`config.mk`:
```
export PLATFORM = sky130hd
export DESIGN_NAME = gridding_sequencer
export DESIGN_NICKNAME = d
export VERILOG_FILES = /design/src/rtl/gridding_sequencer.sv
export SDC_FILE = /design/constraint.sdc
export NUM_CORES = 1
export LEC_CHECK = 0
export BUFFER_PORTS_ARGS = -buffer_cell sky130_fd_sc_hd__buf_2
export CORE_MARGIN = 2
export CORE_UTILIZATION = 55
export DETAILED_ROUTE_END_ITERATION = 7
export PLACE_DENSITY = 0.72
export SLEW_MARGIN = 20
export SYNTH_ARGS = -nofsm -noshare
export SYNTH_HDL_FRONTEND = slang
export SYNTH_SLANG_ARGS = --single-unit
```
`constraint.sdc`:
```
create_clock -name clk -period 4.34 [get_ports clk]
set_input_delay 0.868 -clock clk [delete_from_list [all_inputs] [get_ports clk]]
set_output_delay 0.868 -clock clk [all_outputs]
set_load 0.03 [all_outputs]
```
`src/rtl/gridding_sequencer.sv`:
```
// Gridding sequencer: walks visibility samples, steps the SSIZE kernel rows of
// each one into the complex multiplier array, and delays the grid write address
// by the multiplier latency so it lines up with the products.
module gridding_sequencer #(
  parameter int BRAM_PARALLELISM_BITS = 4,
  parameter int BRAM_DEPTH_BITS       = 10,
  parameter int SSIZE                 = 15,
  parameter int GSIZE                 = 32,
  parameter int CADDR_W               = 10,
  parameter int COFF_W                = 6,
  parameter int MUL_LAT               = 6,
  parameter int ADDR_W                = BRAM_DEPTH_BITS + BRAM_PARALLELISM_BITS
) (
  input  logic               clk,
  input  logic               rst,
  input  logic               start,
  input  logic [ADDR_W-1:0]  nsamp,
  output logic               busy,
  output logic               done,
  output logic [ADDR_W-1:0]  inaddr,
  input  logic [ADDR_W-1:0]  gbase,
  input  logic [COFF_W-1:0]  coff,
  output logic               mul_valid,
  output logic [CADDR_W-1:0] cfaddr,
  output logic               out_valid,
  output logic [ADDR_W-1:0]  outaddr
);

  // One counter serves both the row walk and the drain wait.
  localparam int CNT_W = $clog2((SSIZE > MUL_LAT ? SSIZE : MUL_LAT) + 1);

  typedef enum logic [2:0] {S_IDLE, S_ADDR, S_LOAD, S_ROW, S_DRAIN} state_e;

  state_e                          state_q, state_d;
  logic [CNT_W-1:0]                cnt_q, cnt_d;
  logic [ADDR_W-1:0]               left_q, left_d;
  logic [ADDR_W-1:0]               inaddr_q, inaddr_d;
  logic [ADDR_W-1:0]               gbase_q, gbase_d;
  logic [COFF_W-1:0]               coff_q, coff_d;
  logic                            done_q, done_d;
  logic [MUL_LAT-1:0]              vld_pipe_q, vld_pipe_d;
  logic [MUL_LAT-1:0][ADDR_W-1:0]  addr_pipe_q, addr_pipe_d;
  logic [ADDR_W-1:0]               issue_addr;

  // State register
  always_ff @(posedge clk or negedge rst) begin
    if (!rst) state_q <= S_IDLE;
    else      state_q <= state_d;
  end

  // Datapath registers: counters, latched sample metadata, latency delay line
  always_ff @(posedge clk or negedge rst) begin
    if (!rst) begin
      cnt_q       <= '0;
      left_q      <= '0;
      inaddr_q    <= '0;
      gbase_q     <= '0;
      coff_q      <= '0;
      done_q      <= 1'b0;
      vld_pipe_q  <= '0;
      addr_pipe_q <= '0;
    end else begin
      cnt_q       <= cnt_d;
      left_q      <= left_d;
      inaddr_q    <= inaddr_d;
      gbase_q     <= gbase_d;
      coff_q      <= coff_d;
      done_q      <= done_d;
      vld_pipe_q  <= vld_pipe_d;
      addr_pipe_q <= addr_pipe_d;
    end
  end

  // Next state and next datapath values; start is only looked at in IDLE
  always_comb begin
    state_d  = state_q;
    cnt_d    = cnt_q;
    left_d   = left_q;
    inaddr_d = inaddr_q;
    gbase_d  = gbase_q;
    coff_d   = coff_q;
    done_d   = 1'b0;
    unique case (state_q)
      S_IDLE: begin
        if (start) begin
          if (nsamp != '0) begin
            left_d   = nsamp;
            inaddr_d = '0;
            state_d  = S_ADDR;
          end else begin
            done_d = 1'b1;
          end
        end
      end
      S_ADDR: state_d = S_LOAD;
      S_LOAD: begin
        // BRAM output for inaddr is valid this cycle
        gbase_d = gbase;
        coff_d  = coff;
        cnt_d   = '0;
        state_d = S_ROW;
      end
      S_ROW: begin
        if (cnt_q == CNT_W'(SSIZE - 1)) begin
          cnt_d = '0;
          if (left_q > ADDR_W'(1)) begin
            left_d   = left_q - ADDR_W'(1);
            inaddr_d = inaddr_q + ADDR_W'(1);
            state_d  = S_ADDR;
          end else begin
            state_d = S_DRAIN;
          end
        end else begin
          cnt_d = cnt_q + CNT_W'(1);
        end
      end
      S_DRAIN: begin
        // Last product leaves the multiplier this cycle; done follows it
        if (cnt_q == CNT_W'(MUL_LAT - 1)) begin
          cnt_d   = '0;
          done_d  = 1'b1;
          state_d = S_IDLE;
        end else begin
          cnt_d = cnt_q + CNT_W'(1);
        end
      end
      default: state_d = S_IDLE;
    endcase
  end

  // Outputs; addresses are forced to 0 whenever their valid is low
  always_comb begin
    busy       = (state_q != S_IDLE);
    done       = done_q;
    inaddr     = inaddr_q;
    mul_valid  = (state_q == S_ROW);
    cfaddr     = mul_valid ? CADDR_W'(coff_q) * CADDR_W'(SSIZE) + CADDR_W'(cnt_q) : '0;
    issue_addr = mul_valid ? gbase_q + ADDR_W'(cnt_q) * ADDR_W'(GSIZE) : '0;
    out_valid  = vld_pipe_q[MUL_LAT-1];
    outaddr    = out_valid ? addr_pipe_q[MUL_LAT-1] : '0;
  end

  // Delay line shifting {mul_valid, grid address} by MUL_LAT cycles
  always_comb begin
    vld_pipe_d     = '0;
    addr_pipe_d    = '0;
    vld_pipe_d[0]  = mul_valid;
    addr_pipe_d[0] = issue_addr;
    for (int i = 1; i < MUL_LAT; i++) begin
      vld_pipe_d[i]  = vld_pipe_q[i-1];
      addr_pipe_d[i] = addr_pipe_q[i-1];
    end
  end

endmodule

```
Word level (Yosys, flattened, before mapping)
Cells that the tools add are included.
{ "op_classes": {"add_sub_neg": 5, "n_mul": 1, "div": 0, "order_cmp": 1, "eq_ne": 11, "shifts": 0, "mux": 26, "bitwise_logic": 0, "reduce_logical": 7} }
{ "ops": {"columns": ["op", "count"], "rows": [
  ["14-bit 2-to-1 mux", 10],
  ["14-bit one-hot mux with 2 select lines", 2],
  ["3-bit 2-to-1 mux", 5],
  ["3-bit one-hot mux with 5 select lines", 1],
  ["14-bit by 1-bit adder with 14-bit output, second input constant", 1],
  ["14-bit by 9-bit adder with 14-bit output", 1],
  ["14-bit by 1-bit greater-than comparator with 1-bit output, second input constant", 1],
  ["14-bit nonzero test", 1],
  ["14-bit by 1-bit subtractor with 14-bit output, second input constant", 1],
  ["4-bit one-hot mux with 3 select lines", 1],
  ["10-bit by 4-bit adder with 10-bit output", 1],
  ["6-bit by 4-bit multiplier with 10-bit output, second input constant", 1],
  ["10-bit 2-to-1 mux", 1],
  ["4-bit 2-to-1 mux", 2],
  ["3-bit by 2-bit == test with 1-bit output, second input constant", 2],
  ["2-bit != test, second input constant", 3],
  ["3-bit nonzero test", 2],
  ["5-bit AND reduction", 1],
  ["4-bit by 1-bit adder with 4-bit output, second input constant", 1],
  ["4-bit by 3-bit == test with 1-bit output, second input constant", 1],
  ["4-bit == test, second input constant", 1],
  ["2-bit by 1-bit != test with 1-bit output, second input constant", 2],
  ["4-bit AND reduction", 1],
  ["3-bit by 1-bit == test with 1-bit output, second input constant", 1],
  ["5 further kinds", 7]
]} }
{ "word_totals": {"regBits": 146, "latchBits": 0, "mem_bits_rw": 0, "rom_bits": 0, "inputBits": 37, "output_inout_bits": 42, "n_memories": 0} }

Depth between registers and ports, before layout
{ "depth": {"ltp_word": 4, "depth_mapped": 11} }

Worst setup path after synthesis
Ideal clock, no wire load.
{ "synth_path": {"kind": "register to output", "startpoint": "register coff_q[0]", "endpoint": "output cfaddr[8]", "arrival_ns": 3.674, "t_required_ns": 3.472, "path_slack_ns": -0.202, "path_stages_with_launch": 12, "path_cell_list": "dfrtp_1 -> fa_1 -> fa_1 -> inv_1 -> fa_1 -> inv_1 -> ha_1 -> inv_1 -> o21ai_0 -> a2111oi_0 -> nor3_1 -> nor3b_1"} }
{ "synth_via": {"elab_chain_cells": 3} }
{ "synth_lines": {"columns": ["element", "line_no", "text"], "rows": [
  ["from (decl)", "39", "logic [COFF_W-1:0] coff_q, coff_d;"],
  ["from (signal assigned)", "67", "coff_q <= coff_d;"],
  ["6-bit by 4-bit multiplier with 10-bit output", "137", "cfaddr = mul_valid ? CADDR_W'(coff_q) * CADDR_W'(SSIZE) + CADDR_W'(cnt_q) : '0;"],
  ["10-bit by 4-bit adder with 10-bit output", "137", null],
  ["10-bit 2-to-1 mux", "137", null],
  ["to (decl)", "24", "output logic [CADDR_W-1:0] cfaddr,"]
]} }
Every way passes these cells.

Final worst setup path
{ "layout_path": {"startpoint": "register coff_q[0]", "endpoint": "output cfaddr[9]"} }
The elaborated chain is that of the path after synthesis.

==> impl_results.md <==
- Status: finished, violations left
- Setup repair after global routing missed its margin: true
- Distinct cell type count after synthesis: 60
- Number of input and output port buffers inserted: between 70 and 80
- Place WS: -0.0941 ns
- Number of antenna diodes: 0
- Total of fill cells in the finished design: 859
- Adder-cell share of the synthesized area: 0.0910
- Multiplexer area fraction after synthesis: 0.0372
- Non-filler instance count after layout: 803
- Post-synth top cells: 146 x dfrtp_1, 35 x nand2_1, 32 x o21ai_0
- Worst hold slack across all endpoints: 0.339 ns
- Cells traversed along the worst timing path: fa_1 -> fa_1 -> inv_1 -> fa_1 -> inv_2 -> ha_4 -> nor2b_4 -> o21ai_2 -> a21o_1 -> a21oi_2 -> mux2i_1 -> buf_4
- Share of the synthesized area in the top cell type: 0.563
- Worst Reg2Reg Path Length in Cells: 5
- Post-synthesis xor/xnor area fraction: 0.0108
- Num rows: 39
- Worst Path Max Fanout: 3
- Initial antenna violation count: 0
- Number of warning messages in the yosys log: 0
- Transition time of the tightest slew-check pin: 1.03 ns
- Class of the most critical hold timing path: flip-flop to flip-flop
- Overflow left after global routing: 0
- Most frequent cell on the critical path: fa_1
- CP delay by family, top: adder cells
- Count of placed standard cells including taps: 766
- First-pass GRT wire length: 21500 um
- Vertical die dimension: 113 um
- Via count: about 4500
- Starting DRC count in detailed routing: 314
- Mean area per synthesized cell: approximately 12 sq um
- Critical Path Source Type: flip-flop
- Cts-stage hold buffer count: 0
- Remaining design rule violation count: 0
- Number of nets at the end of the flow: approximately 720
- Slew HR: 0.310
- Number of endpoints failing setup at the final stage: 5
- Critical Path End Type: output pin
- Syn Nets: 640
- Startpoint of the worst-slack reg-to-reg timing path: left_q[7]$_DFFE_PN0P_
- CTS sink cnt: 146
- Routed Wire Length: 12900 um
- R2r setup slk: roughly 1.5 ns
- Destination of the worst register-to-register timing path: left_q[1]$_DFFE_PN0P_
- Count of flip-flops with a built-in enable after synthesis: 0
- Top-level port count: 79
- Primary FF master, synth: dfrtp_1
- Post-detailed-placement half-perimeter wirelength: 8330 um
- Worst path arrival time: 3.69 ns
- Simple-gate area share of the yosys netlist: 0.146
- Async S/R FF share, synth: 1.00
- Slowest library cell on the worst path: fa_1
- Endpoint required time on the critical path: roughly 3.5 ns
- Worst setup margin: -0.220 ns
- Placer congestion estimate: ~0.87
- Fin crit share: 1.05
- Worst skew pair latency: between 0.4 and 0.5 ns
- End point of the worst hold path: addr_pipe_d[40]$_DFF_PN0_
- Largest net degree at the start of global routing: about 110
- Number of instances on the worst hold path: 0
- Dominant combinational cell family by area after synthesis: simple AND/OR/NAND/NOR gates
- Clock-pin slew reported for the worst setup and hold paths after clock tree synthesis: 0.06 ns
- Cell accounting for the most synthesized area: dfrtp_1
- Count of cell instances traversed by the critical path: 12
- Clock tree from TritonCTS: done
- Max-slew violation total from the final report: 0
- Layout cell share with drive strength beyond 1: 0.259
- Number of register bits inferred by synthesis: approximately 150
- Die W: ~110 um
- Buffers & Inverters on Critical Path: 3
- Total Die Area: between 0.01 and 0.015 sq mm
- ANT nets after route: 0
- First-pass DRT Iterations: 5
- Synth area leaders: dfrtp_1 56%, ha_1 5.4%, fa_1 3.7%
- Clock tree skew after final layout: between 0.008 and 0.009 ns
- Final critical path time including I/O delays and setup: 4.56 ns
- Routed len/inst: ~16 um
- CTS root buffer: clkbuf_16
- Biggest cell delay along the critical path: 0.52 ns
- Hold_sp: addr_pipe_d[26]$_DFF_PN0_
- Most repeated cell in the gate-level netlist after synthesis: dfrtp_1
- Layout overhead on the synthesized area: 19.6%
- Number of global-route vias before repair: 4498
- Area of the core: 0.0115 sq mm
- Initial cell density of the core: 0.566
- Top achievable clock speed: 219 MHz
- Netlist Area Pre-Place: 0.00649 sq mm
- Gate count of the mapped netlist: 563
- Final number of hold-violating endpoints: 0
- Critical path type: flip-flop to output pin
- Area fraction in compound gates after synthesis: 0.114
- Total track usage: 0.215
- Number of vias per cell: around 5.6
- Total number of H-tree levels: 4
- Sequential area share after synthesis: 0.563
- Number of maximum-capacitance violations: 0
- Number of CTS-inserted buffers: 17
- Maximum clock path buffer count: 2
- Violations in the final reports: setup timing
-- registers in the layout, summed over array words and instances (netlist names) --
register,count
addr_pipe_d,70
addr_pipe_q,14
cnt_q,4
coff_q,6
done,1
gbase_q,14
inaddr,14
left_q,14
state_q,3
vld_pipe_q,6
-- metrics by stage --
stage                     instance area [sq um]   util  TNS (ns)
after detailed placement                   7020  0.612   -0.0941
after floorplan                            6500      -         0
final                                      7760  0.677    -0.589
after CTS                                  7670  0.669    -0.915
after global placement                     7020  0.612         0
after global routing                       7760  0.677     -1.26
-- layout by cell type (no fill, tap or decap), types with 11 or more instances in the layout --
| cell | Yosys | layout |
|---|---|---|
| dfrtp_1 | 146 | 146 |
| buf_2 | 3 | 72 |
| nand2_1 | 35 | 35 |
| o21ai_0 | 32 | 29 |
| inv_1 | 31 | 28 |
| nor2_1 | 29 | 27 |
| and2_1 | 26 | 26 |
| ha_1 | 28 | 24 |
| a21oi_1 | 21 | 18 |
| buf_4 | 0 | 18 |
| mux2_2 | 17 | 17 |
| clkbuf_16 | 0 | 17 |
| o31ai_1 | 15 | 15 |
| nand2b_1 | 14 | 13 |
| nand3_1 | 12 | 12 |
| fa_1 | 12 | 12 |
| nor3_1 | 13 | 11 |
-- layout make-up --
cell class / count / area (sq um) / area share
clock inverter: 12 / 97.6 / 0.0126
clock buffer: 20 / 447 / 0.0575
multi-input combinational: 358 / 2750 / 0.354
timing repair buffer: 92 / 518 / 0.0667
sequential: 146 / 3650 / 0.471
tap: 143 / 179 / 0.0230
inverter: 32 / 123 / 0.0158
-- logic make-up (layout without fill, tap and decap cells) --
family / Yosys count / count (layout)
xor+xnor: 8 / 8
simple gates: 174 / 174
compound gates: 114 / 114
mux: 22 / 22
flops: 146 / 146
fa+ha+maj: 40 / 40
buf+inv: 59 / 156
-- routing by layer --
layer | track usage | up-vias | share of wire
li1 | - | 2155 | -
met1 | 0.287 | 2216 | 0.43
met2 | 0.344 | 123 | 0.51
met3 | 0.0470 | 24 | 0.045
met4 | 0.0902 | 0 | 0.017
met5 | 0 | - | 0
-- worst max path at each step --
stage | from | endpoint | slack [ns]
floorplan | coff_q[0]$_DFFE_PN0P_ | cfaddr[8] | 0.07
global placement | coff_q[0]$_DFFE_PN0P_ | cfaddr[8] | 0.08
detailed placement | coff_q[1]$_DFFE_PN0P_ | cfaddr[8] | -0.09
CTS | coff_q[1]$_DFFE_PN0P_ | cfaddr[8] | -0.28
global route | coff_q[0]$_DFFE_PN0P_ | cfaddr[9] | -0.37
finish | coff_q[0]$_DFFE_PN0P_ | cfaddr[9] | -0.22
-- what timing repair did --
action	in CTS	in global routing
setup endpoints to repair	5	6
resized for setup	26	9
hold endpoints to repair	0	0
buffers inserted	2	3
pin swaps	11	12
gates cloned	0	0
Power is left out: the tool's default activity adds up to more than one toggle a clock period on the data nets, which glitch-free logic cannot reach.
